**src/rtl/ha_seq_pkg.sv**
```systemverilog
// Shared types, sizes and pair arithmetic for the half-adder-array accumulator.
package ha_seq_pkg;

  localparam int NPAIR  = 4;
  localparam int T_W    = 9;
  localparam int B_W    = 7;
  localparam int V_W    = 10;
  localparam int PROD_W = 16;
  localparam int ACC_W  = 17;
  localparam int CNT_W  = $clog2(NPAIR);

  typedef enum logic [1:0] {
    IDLE = 2'd0,
    ACC  = 2'd1,
    DONE = 2'd2
  } state_e;

  typedef logic [NPAIR-1:0][T_W-1:0] t_vec_t;
  typedef logic [NPAIR-1:0][B_W-1:0] b_vec_t;

  // Value of one row pair: the top row plus the bottom row weighted by 4.
  function automatic logic [V_W-1:0] pair_value(input logic [T_W-1:0] t,
                                                input logic [B_W-1:0] b);
    return V_W'(t) + V_W'({b, 2'b00});
  endfunction

endpackage

```
**src/rtl/ha_pair_shift.sv**
```systemverilog
// Selects the row pair addressed by cnt and aligns it to weight 4^cnt.
module ha_pair_shift
  import ha_seq_pkg::*;
(
  input  logic [CNT_W-1:0] cnt_i,
  input  t_vec_t           t_vec_i,
  input  b_vec_t           b_vec_i,
  output logic [ACC_W-1:0] addend_o
);

  logic [V_W-1:0] pair_v;

  // Form the selected pair value and shift it by two bits per pair index.
  // NOTE: every always_comb output gets a default first so no path leaves it unassigned (no latch).
  always_comb begin
    pair_v   = pair_value(t_vec_i[cnt_i], b_vec_i[cnt_i]);
    addend_o = ACC_W'(pair_v) << {cnt_i, 1'b0};
  end

endmodule

```
**src/rtl/ha_array_accum_seq.sv**
```systemverilog
// Captures four row-pair vectors and folds them into a saturated 16-bit
// product with one shared adder, one pair per cycle.
module ha_array_accum_seq
  import ha_seq_pkg::*;
(
  input  logic              clk,
  input  logic              rst_n,
  input  logic              in_valid_i,
  output logic              in_ready_o,
  input  logic [T_W-1:0]    t0_i,
  input  logic [T_W-1:0]    t1_i,
  input  logic [T_W-1:0]    t2_i,
  input  logic [T_W-1:0]    t3_i,
  input  logic [B_W-1:0]    b0_i,
  input  logic [B_W-1:0]    b1_i,
  input  logic [B_W-1:0]    b2_i,
  input  logic [B_W-1:0]    b3_i,
  input  logic [NPAIR-1:0]  pair_en_i,
  input  logic              abort_i,
  output logic              out_valid_o,
  input  logic              out_ready_i,
  output logic [PROD_W-1:0] product_o,
  output logic              sat_o
);

  state_e              state_q;
  t_vec_t              t_q;
  b_vec_t              b_q;
  logic [NPAIR-1:0]    en_q;
  logic [ACC_W-1:0]    acc_q;
  logic [CNT_W-1:0]    cnt_q;
  logic                in_ready_q;
  logic                out_valid_q;
  logic [PROD_W-1:0]   product_q;
  logic                sat_q;

  logic [ACC_W-1:0]    addend;
  logic [ACC_W-1:0]    acc_d;

  ha_pair_shift u_pair_shift (
    .cnt_i    (cnt_q),
    .t_vec_i  (t_q),
    .b_vec_i  (b_q),
    .addend_o (addend)
  );

  // Shared adder: masked pairs contribute zero but still take their cycle.
  always_comb begin
    acc_d = acc_q + (en_q[cnt_q] ? addend : '0);
  end

  // Control FSM with registered handshake and result outputs; abort wins over everything.
  // NOTE: sequential state uses non-blocking assignments so all registers update together at the edge.
  // NOTE: the captured operand registers are few and small, so they are reset along with the control state.
  always_ff @(posedge clk or negedge rst_n) begin
    if (!rst_n) begin
      state_q     <= IDLE;
      t_q         <= '0;
      b_q         <= '0;
      en_q        <= '0;
      acc_q       <= '0;
      cnt_q       <= '0;
      in_ready_q  <= 1'b1;
      out_valid_q <= 1'b0;
      product_q   <= '0;
      sat_q       <= 1'b0;
    end else if (abort_i) begin
      state_q     <= IDLE;
      acc_q       <= '0;
      cnt_q       <= '0;
      in_ready_q  <= 1'b1;
      out_valid_q <= 1'b0;
    end else begin
      unique case (state_q)
        IDLE: begin
          if (in_valid_i) begin
            t_q        <= {t3_i, t2_i, t1_i, t0_i};
            b_q        <= {b3_i, b2_i, b1_i, b0_i};
            en_q       <= pair_en_i;
            acc_q      <= '0;
            cnt_q      <= '0;
            in_ready_q <= 1'b0;
            state_q    <= ACC;
          end
        end
        ACC: begin
          acc_q <= acc_d;
          cnt_q <= cnt_q + 1'b1;
          if (cnt_q == CNT_W'(NPAIR - 1)) begin
            product_q   <= acc_d[ACC_W-1] ? {PROD_W{1'b1}} : acc_d[PROD_W-1:0];
            sat_q       <= acc_d[ACC_W-1];
            out_valid_q <= 1'b1;
            state_q     <= DONE;
          end
        end
        DONE: begin
          if (out_ready_i) begin
            out_valid_q <= 1'b0;
            in_ready_q  <= 1'b1;
            state_q     <= IDLE;
          end
        end
        default: begin
          state_q     <= IDLE;
          in_ready_q  <= 1'b1;
          out_valid_q <= 1'b0;
        end
      endcase
    end
  end

  assign in_ready_o  = in_ready_q;
  assign out_valid_o = out_valid_q;
  assign product_o   = product_q;
  assign sat_o       = sat_q;

endmodule

```
**config.mk**
```make
export PLATFORM = sky130hd
export DESIGN_NAME = ha_array_accum_seq
export DESIGN_NICKNAME = d
export VERILOG_FILES = /design/src/rtl/ha_seq_pkg.sv /design/src/rtl/ha_pair_shift.sv /design/src/rtl/ha_array_accum_seq.sv
export SDC_FILE = /design/constraint.sdc
export NUM_CORES = 1
export LEC_CHECK = 0
export CAP_MARGIN = 15
export CORE_MARGIN = 2
export CORE_UTILIZATION = 49
export CTS_CLUSTER_SIZE = 25
export DETAILED_ROUTE_END_ITERATION = 8
export GPL_ROUTABILITY_DRIVEN = 0
export PLACE_DENSITY = 0.77
export SLEW_MARGIN = 20
export SYNTH_ARGS = -nofsm -noshare
export SYNTH_HDL_FRONTEND = slang
export SYNTH_SLANG_ARGS = --single-unit
```
**constraint.sdc**
```tcl
create_clock -name clk -period 5 [get_ports clk]
set_clock_uncertainty 0.2 [all_clocks]
set_input_delay 1 -clock clk [delete_from_list [all_inputs] [get_ports clk]]
set_output_delay 1 -clock clk [all_outputs]
set_load 0.1 [all_outputs]
```
# [Word level (Yosys, flattened, before mapping)]
# Cells that the tools add are included.
[word_totals] register_bits=108 output_inout_bits=19 input_bits=73
[op_classes] mux=27 n_addsub=3 n_reduce_logical=8 n_shift=1 bitwise_logic=1 eq_ne=8 n_lt_le_gt_ge=1
[ops] cell="$mux W17" n=3
[ops] cell="$pmux W17 S2" n=1
[ops] cell="$bmux W9 S2" n=1
[ops] cell="$add A17 B17 Y17" n=1
[ops] cell="$shl A10 B3 Y17" n=1
[ops] cell="$mux W16" n=1
[ops] cell="$reduce_and A3 Y1" n=5
[ops] cell="$bmux W7 S2" n=1
[ops] cell="$mux W2" n=6
[ops] cell="$add A9 B9 Y10" n=1
[ops] cell="$mux W9" n=1
[ops] cell="$ne A3 B3 Y1 const B" n=3
[ops] cell="$mux W1" n=7
[ops] cell="$mux W7" n=1
[ops] cell="$pmux W1 S3" n=2
[ops] cell="$pmux W2 S3" n=1
[ops] cell="$eq A2 B2 Y1 const B" n=2
[ops] cell="$ne A2 B2 Y1 const B" n=2
[ops] cell="$pmux W2 S2" n=1
[ops] cell="$lt A2 B3 Y1 const B" n=1
[ops] cell="$reduce_bool A3 Y1" n=1
[ops] cell="$add A2 B1 Y2 const B" n=1
[ops] cell="$bmux W1 S2" n=1
[ops] cell="$eq A2 B1 Y1 const B" n=1
[ops] cell="other kinds (3)" n=3

# [Depth between registers and ports, before layout]
# Gate-level depths: netlist (run 1).
[depth] depth_word=8 depth_mapped=18 depth_no_buf=16

# [By module]
# A second synthesis (run 1) with hierarchy kept.
[unflattened] hier_cells=508 area_unflattened_um2=5841.9
[modules_own_cells] module="ha_array_accum_seq" seq_area_each_um2=2703.8 area_per_inst_um2=4916.0 n_inst=1 cells_each=407
[modules_own_cells] module="ha_pair_shift" seq_area_each_um2=0.0 area_per_inst_um2=925.9 n_inst=1 cells_each=101

# [Worst setup path before layout (run 1)]
# No wires, ideal clock.
[synth_path] path_kind="reg-to-reg" from="register cnt_q[0]" to="register product_q[13], in the netlist product_o[13]" arrival_ps=4696 slack_ps=-39 setup_ps=143 synth_period_minus_slack_ps=5039 stages_incl_launch_ff=19 path_cell_list="dfrtp_1 -> clkbuf_1 -> buf_2 -> mux4_2 -> ha_1 -> a21o_1 -> a21oi_1 -> o21ai_0 -> o41ai_1 -> mux2_2 -> nor2_1 -> ha_1 -> a21oi_1 -> o21ai_1 -> or4_1 -> o211a_4 -> nand2_4 -> buf_6 -> a31oi_4"
[synth_via] elab_chain_cells=7 elab_cells_between_ends=13 classes_between="add/sub (2); eq/ne (1); shift (1); mux (8); reduce/logical (1)"
[synth_rtl] element="start: declaration" line="ha_array_accum_seq.sv:31" rtl="logic [CNT_W-1:0] cnt_q;"
[synth_rtl] element="start signal: assignment" line="ha_array_accum_seq.sv:88" rtl="cnt_q <= cnt_q + 1'b1;"
[synth_rtl] element="$bmux W9 S2 / $bmux W7 S2 (equally long branches)" line="ha_pair_shift.sv:16" rtl="pair_v = pair_value(t_vec_i[cnt_i], b_vec_i[cnt_i]);"
[synth_rtl] element="$mux W9 (implied by the code) / $mux W7 (equally long branches)" line="ha_pair_shift.sv:16"
[synth_rtl] element="$add A9 B9 Y10" line="ha_seq_pkg.sv:24" rtl="return V_W'(t) + V_W'({b, 2'b00});"
[synth_rtl] element="$shl A10 B3 Y17" line="ha_pair_shift.sv:17" rtl="addend_o = ACC_W'(pair_v) << {cnt_i, 1'b0};"
[synth_rtl] element="$mux W17" line="ha_array_accum_seq.sv:49" rtl="acc_d = acc_q + (en_q[cnt_q] ? addend : '0);"
[synth_rtl] element="$add A17 B17 Y17" line="ha_array_accum_seq.sv:49"
[synth_rtl] element="$mux W16" line="ha_array_accum_seq.sv:90" rtl="product_q <= acc_d[ACC_W-1] ? {PROD_W{1'b1}} : acc_d[PROD_W-1:0];"
[synth_rtl] element="end signal: assignment" line="ha_array_accum_seq.sv:90"
[synth_rtl] element="end: declaration" line="ha_array_accum_seq.sv:34" rtl="logic [PROD_W-1:0] product_q;"
# Several ways; a longest one is shown, not always the timed one. The select of a mux whose other input is x is not followed.
# A chain may end at the register's enable or synchronous reset.

# [Final worst setup path (run 1)]
[layout_path] from="register cnt_q[0]" to="register product_q[7], in the netlist product_o[7]"
# The elaborated chain is that of the path after synthesis.

==> results of run 1 <==
==> repair_timing <==
item / CTS / global route
setup buffers: 0 / 2
resized for setup: 0 / 10
setup endpoints to repair: 0 / 21
==> per-stage QoR <==
| step | power (mW) | area, um^2 | cells |
|---|---|---|---|
| floorplan | 1.85 | 5700 | 484 |
| global placement | 2.11 | 6740 | 701 |
| detailed placement | 2.14 | 6740 | 701 |
| CTS | 2.86 | 7040 | 717 |
| global route | 3.05 | 7100 | 719 |
| finish | 2.88 | 7100 | 719 |
==> registers in the layout (all words and copies together) (netlist names) <==
name and flops:
cnt_q 2, out_valid_o 1, en_q 4, state_q 2, product_o 16, t_q 36, b_q 28, in_ready_o 1
acc_q 17, sat_o 1
==> Yosys cell counts, types with 2 or more instances <==
library cell	n	share of area (%)
o22ai_1	6	0.66
inv_1	5	0.33
mux4_2	14	5.5
a31o_2	3	0.46
a211oi_1	3	0.40
a21oi_2	7	1.1
nor2_1	50	3.3
xor2_1	9	1.4
buf_1	2	0.13
mux2i_1	5	0.88
ha_1	24	5.3
and2_1	3	0.33
a21oi_1	22	1.9
o21bai_1	2	0.26
clkbuf_1	18	1.2
fa_1	2	0.70
o21ai_1	3	0.26
nand2_1	33	2.2
a21o_1	8	1.1
nor3_1	6	0.53
a22o_1	9	1.4
mux2_2	71	14
nand3_1	2	0.18
o211ai_1	3	0.40
buf_2	3	0.26
a31oi_1	8	0.88
xnor2_1	10	1.5
o21ai_0	25	2.2
dfrtp_1	107	47
==> area by class of cell <==
class / instances / area share [%]
multi-input combinational: 347 / 41.1
sequential: 108 / 38.1
timing repair buffer: 100 / 13.8
clock buffer: 10 / 3.37
tap: 143 / 2.52
clock inverter: 6 / 0.881
inverter: 5 / 0.264
==> how the worst max path moves through the flow <==
stage          startpoint            end  slack [ns]  cells past startpoint
6_report         cnt_q[0]   product_o[7]        0.24                     15
4_1_cts          cnt_q[0]  product_o[14]        0.13                     15
5_1_grt          cnt_q[0]  product_o[14]       -0.07                     15
3_3_place_gp     cnt_q[0]  product_o[12]        0.34                     15
3_5_place_dp     cnt_q[0]  product_o[14]        0.23                     15
2_1_floorplan    cnt_q[0]  product_o[13]        0.05                     18
==> worst max-delay path: cells and delay by family, from the launching register on <==
family,cells,cell delay (ns)
adders and majority gates,2,0.72
AOI/OAI and AO/OA,8,1.71
and+or+nand+nor,2,0.56
muxes,2,0.77
buffers and inverters,1,0.22
DFF,1,0.45
==> power groups by stage <==
| stage | logic [mW] | clock network, mW | registers (mW) |
|---|---|---|---|
| 2_1_floorplan | 0.681 | 0 | 1.17 |
| 3_3_place_gp | 0.984 | 0 | 1.12 |
| 3_5_place_dp | 1.01 | 0 | 1.13 |
| 4_1_cts | 1.02 | 0.730 | 1.11 |
| 5_1_grt | 1.16 | 0.764 | 1.13 |
| 6_report | 1.05 | 0.717 | 1.11 |
==> kinds of logic after synthesis <==
family,Yosys count,share of synthesized area (%)
AO/OA/AOI/OAI,109,13.3
XOR/XNOR,19,2.92
adder cells (fa/ha/maj),26,5.98
buffers and inverters,29,2.11
flip-flops,108,47.5
multiplexers,90,20.5
AND/OR/NAND/NOR,103,7.69
==> layer usage <==
layer / wire (um) / global-route usage, %
met1: 5200 / 26.3
met2: 6250 / 35.3
met3: 742 / 5.93
met4: 179 / 5.19
met5: 0 / 0
==> impl_metrics.tcl, run 1 <==
set metrics [dict create \
    whs_ns 0.297 \
    rows 39 \
    synth_edf_count 0 \
    finalHoldViolations 0 \
    vdd_ir_drop_max_mv 0.250 \
    cts_buffers 9 \
    start_kind "flop" \
    clock-sinks 108 \
    clk_pin_slew_ns 0.08 \
    synth.distinct_cells 50 \
    ant_nets 0 \
    grt-ovfl-total 0 \
    cp.arrival_ns 4.79 \
    holdCritPathClass "flop to flop" \
    drc_errors 0 \
    tritoncts "built" \
    fp.dieH_um 112 \
    drt_iter0_drc 219 \
    layout_common_cells "dfrtp_1 (105), clkdlybuf4s50_1 (90), mux2_2 (71)" \
    status "finished clean" \
    synth_top_flop_cell "dfrtp_1" \
    worstReg2RegStart "cnt_q[0]" \
    antenna_found_initial 0 \
    tns_ns 0 \
    combPwrFrac_pct 36.5 \
    leakage_nw 2.98 \
    area_growth_syn_to_layout_pct 24.7 \
    maxSlewHeadroom_pct 35.1 \
    period_share_pct 95.2 \
    seqCellArea_um2 2710 \
    min_to "sat_o" \
    htreeDepth 3 \
    p_seq_share_pct 38.5 \
    pre_cts_ws_ns 0.227 \
    ys_ff_latch 108 \
    cpPeakStageDelay_ns 0.52 \
    layout_commonest_cell "dfrtp_1" \
    syn_area_um2 5690 \
    maxCapViolations 0 \
    final-setup-viol-count 0 \
    critical_path_class "flop to flop" \
    multi_input_comb_area_um2 2920 \
    end_kind "flop" \
    routed_wl_mm 12.4 \
    r2r_end "product_o[7]" \
    fin_crit_ns 4.76 \
    initial_utilization_pct 50.1 \
    p_clk_share_pct 24.9 \
    yosysSeqAreaShare_pct 47.5 \
    synth_area_per_cell_um2 11.8 \
    fmax_mhz 210 \
    hold_path_depth 2 \
    fin_ws_ns 0.238 \
    maxSlewViolCount 0 \
    finalCoreUtilization_pct 62.5 \
    yosys_warnings 0 \
    hp-start "sat_o" \
    reg2reg_slack_ns 0.24 \
    hold_buffers 0 \
    grt_pass1_wl_mm 20.7 \
    async_reset_ff_share_pct 100 \
    power_density_nw_per_um2 406 \
    n_fill_cell 926 \
    vias 4070 \
    grt_pass1_vias 4282 \
    diodes 0 \
    grt_usage_pct 20.7 \
    dieArea_um2 12500 \
    drive_gt1_share_pct 23.6 \
    cts_buffer_depth 2 \
    wl_per_cell_um 17.2 \
    clkLatencyLatePin_ns 0.35 \
    drt-pass1-iter-count 4 \
    reg2reg_depth 15 \
    crit_chain "buf_4, mux4_2, ha_1, a21oi_2, o21ai_0, o41ai_2, mux2_2, nor2_1, ha_1, a21oi_1, o21ai_1, or4_1, o211a_4, a21oi_1, o21ai_0" \
    intPower_mw 1.87 \
    worst_path_max_delay_cell "mux4_2" \
    io_pins 92 \
    cp_max_fo 7 \
    synthesis.nets 583 \
    grt_start_max_net_pins 78 \
    syn_inst 484 \
    coreArea_um2 11400 \
    tightest_slew_ns 0.970 \
    layout.nets 670 \
    die_x_um 112 \
    viasPerCell 5.66 \
    clockRootBuffer "clkbuf_16" \
    io_buffers 91 \
    switching_share_pct 34.9 \
    cp.required_ns 5.02 \
    post-dp-hpwl_mm 9.22 \
    p_switching_mw 1.01 \
]
(Power assumes the default switching activity.)
==> run 2: changes to the inputs <==
- CAP_MARGIN: 15 -> 5
- CORE_UTILIZATION: 49 -> 45
- PLACE_DENSITY: 0.77 -> 0.72
==> run 2 against run 1 <==
Effect of this change: combinational power is essentially flat; fmax increased by 1.1%; hold slack worse by 0.0085 ns; sequential share of layout area shrank 0.12 points; critical path type unchanged; largest cell class unchanged; highest routed layer unchanged.
==> impl_metrics.tcl, run 2 (synthesis results as in run 1) <==
set metrics [dict create \
    start_kind "flop" \
    p_clk_share_pct 24.0 \
    grt-ovfl-total 0 \
    reg2reg_slack_ns 0.29 \
    vias 4046 \
    cts_buffer_depth 2 \
    regMostFlops "t_q" \
    cp_max_fo 7 \
    tritoncts "built" \
    die_x_um 116 \
    layout_commonest_cell "dfrtp_1" \
    coreArea_um2 12500 \
    wl_per_cell_um 16.3 \
    htreeDepth 3 \
    vdd_ir_drop_max_mv 0.246 \
    cp.required_ns 5.00 \
    cp.arrival_ns 4.71 \
    fin_crit_ns 4.71 \
    tns_ns 0 \
    drt_iter0_drc 141 \
    critical_path_class "flop to flop" \
    initial_utilization_pct 45.7 \
    period_share_pct 94.2 \
    clock-sinks 108 \
    routed_wl_mm 12.3 \
    reg.largest.list "t_q x36, b_q x28, acc_q x17" \
    maxSlewHeadroom_pct 35.1 \
    power_density_nw_per_um2 397 \
    diodes 0 \
    intPower_mw 1.86 \
    drive_gt1_share_pct 23.3 \
    clockRootBuffer "clkbuf_16" \
    antenna_found_initial 0 \
    hold_path_depth 2 \
    p_switching_mw 0.966 \
    clk_pin_slew_ns 0.07 \
    rows 41 \
    post-dp-hpwl_mm 9.16 \
    reg2reg_depth 16 \
    final-setup-viol-count 0 \
    drc_errors 0 \
    r2r_end "product_o[15]" \
    fmax_mhz 212 \
    layout.nets 673 \
    viasPerCell 5.39 \
    io_buffers 91 \
    clkLatencyLatePin_ns 0.36 \
    tightest_slew_ns 0.971 \
    holdCritPathClass "flop to flop" \
    finalCoreUtilization_pct 57.1 \
    hp-start "sat_o" \
    p_seq_share_pct 39.2 \
    grt_pass1_vias 4127 \
    ant_nets 0 \
    drt-pass1-iter-count 4 \
    maxSlewViolCount 0 \
    layout_common_cells "dfrtp_1 (106), clkdlybuf4s50_1 (90), mux2_2 (71)" \
    grt_start_max_net_pins 73 \
    maxCapViolations 0 \
    area_growth_syn_to_layout_pct 25.1 \
    grt_pass1_wl_mm 20.3 \
    dieArea_um2 13600 \
    io_pins 92 \
    switching_share_pct 34.2 \
    min_to "sat_o" \
    largest_reg_flops 36 \
    leakage_nw 2.99 \
    end_kind "flop" \
    grt_usage_pct 19.4 \
    cts_buffers 9 \
    fp.dieH_um 116 \
    status "finished clean" \
    rsz0062_at_grt "false" \
    finalHoldViolations 0 \
    worstReg2RegStart "cnt_q[0]" \
    combPwrFrac_pct 36.8 \
]
run 2: area by class of cell:
class	instances	area, um^2
Fill cell	1053	5350
Multi-Input combinational cell	347	2900
Sequential cell	108	2710
Timing Repair Buffer	103	998
Clock buffer	12	246
Tap cell	172	215
Clock inverter	4	32.5
Inverter	5	18.8
run 2: worst max-delay path by stage:
stage / startpoint / endpoint / slack [ns] / cells past startpoint
3_5_place_dp: cnt_q[0] / product_o[11] / 0.21 / 15
5_1_grt: cnt_q[0] / product_o[8] / 0.001 / 15
4_1_cts: cnt_q[0] / product_o[11] / 0.17 / 15
3_3_place_gp: cnt_q[0] / product_o[15] / 0.32 / 15
6_report: cnt_q[0] / product_o[15] / 0.29 / 16
2_1_floorplan: cnt_q[0] / product_o[13] / 0.05 / 18
run 2: what timing repair did:
| action | CTS | global route |
|---|---|---|
| hold buffers | 0 | 0 |
| hold endpoints to repair | 0 | 0 |
| buffers inserted | 0 | 4 |
| setup endpoints to repair | 0 | 17 |
| resized for setup | 0 | 5 |
run 2: worst max-delay path: stages, from the launching register on:
cell	delay (ns)
dfrtp_2	0.46
mux4_2	0.53
ha_1	0.24
fa_1	0.40
a21o_1	0.17
a21oi_1	0.21
o21ai_0	0.18
a21oi_1	0.21
xor2_1	0.21
o22ai_1	0.13
ha_1	0.39
a21o_1	0.19
a31o_2	0.24
a2111oi_2	0.36
a21oi_1	0.13
xnor2_1	0.20
a31oi_1	0.10
run 2: power groups by stage:
stage,clock network [mW],logic [mW],registers [mW]
CTS,0.694,1.02,1.11
global route,0.732,1.14,1.13
global placement,0,0.989,1.12
finish,0.678,1.04,1.11
detailed placement,0,1.01,1.13
floorplan,0,0.681,1.17
run 2: metrics by stage:
stage,power (mW),instances,hold WS (ns),setup WS [ns],cell area [um^2]
detailed placement,2.14,731,0.275,0.214,6780
global route,3.00,751,0.304,0.00129,7120
CTS,2.82,747,0.291,0.173,7060
floorplan,1.85,484,0.256,0.0535,5700
global placement,2.11,731,0.266,0.320,6780
finish,2.83,751,0.288,0.289,7120
run 2: metal layers:
layer,up-vias,part of all wire (%),global-route usage [%]
met3,18,5.2,4.57
li1,1938,-,-
met5,-,0,0
met2,111,49,33.3
met1,1979,44,24.5
met4,0,1.5,6.03
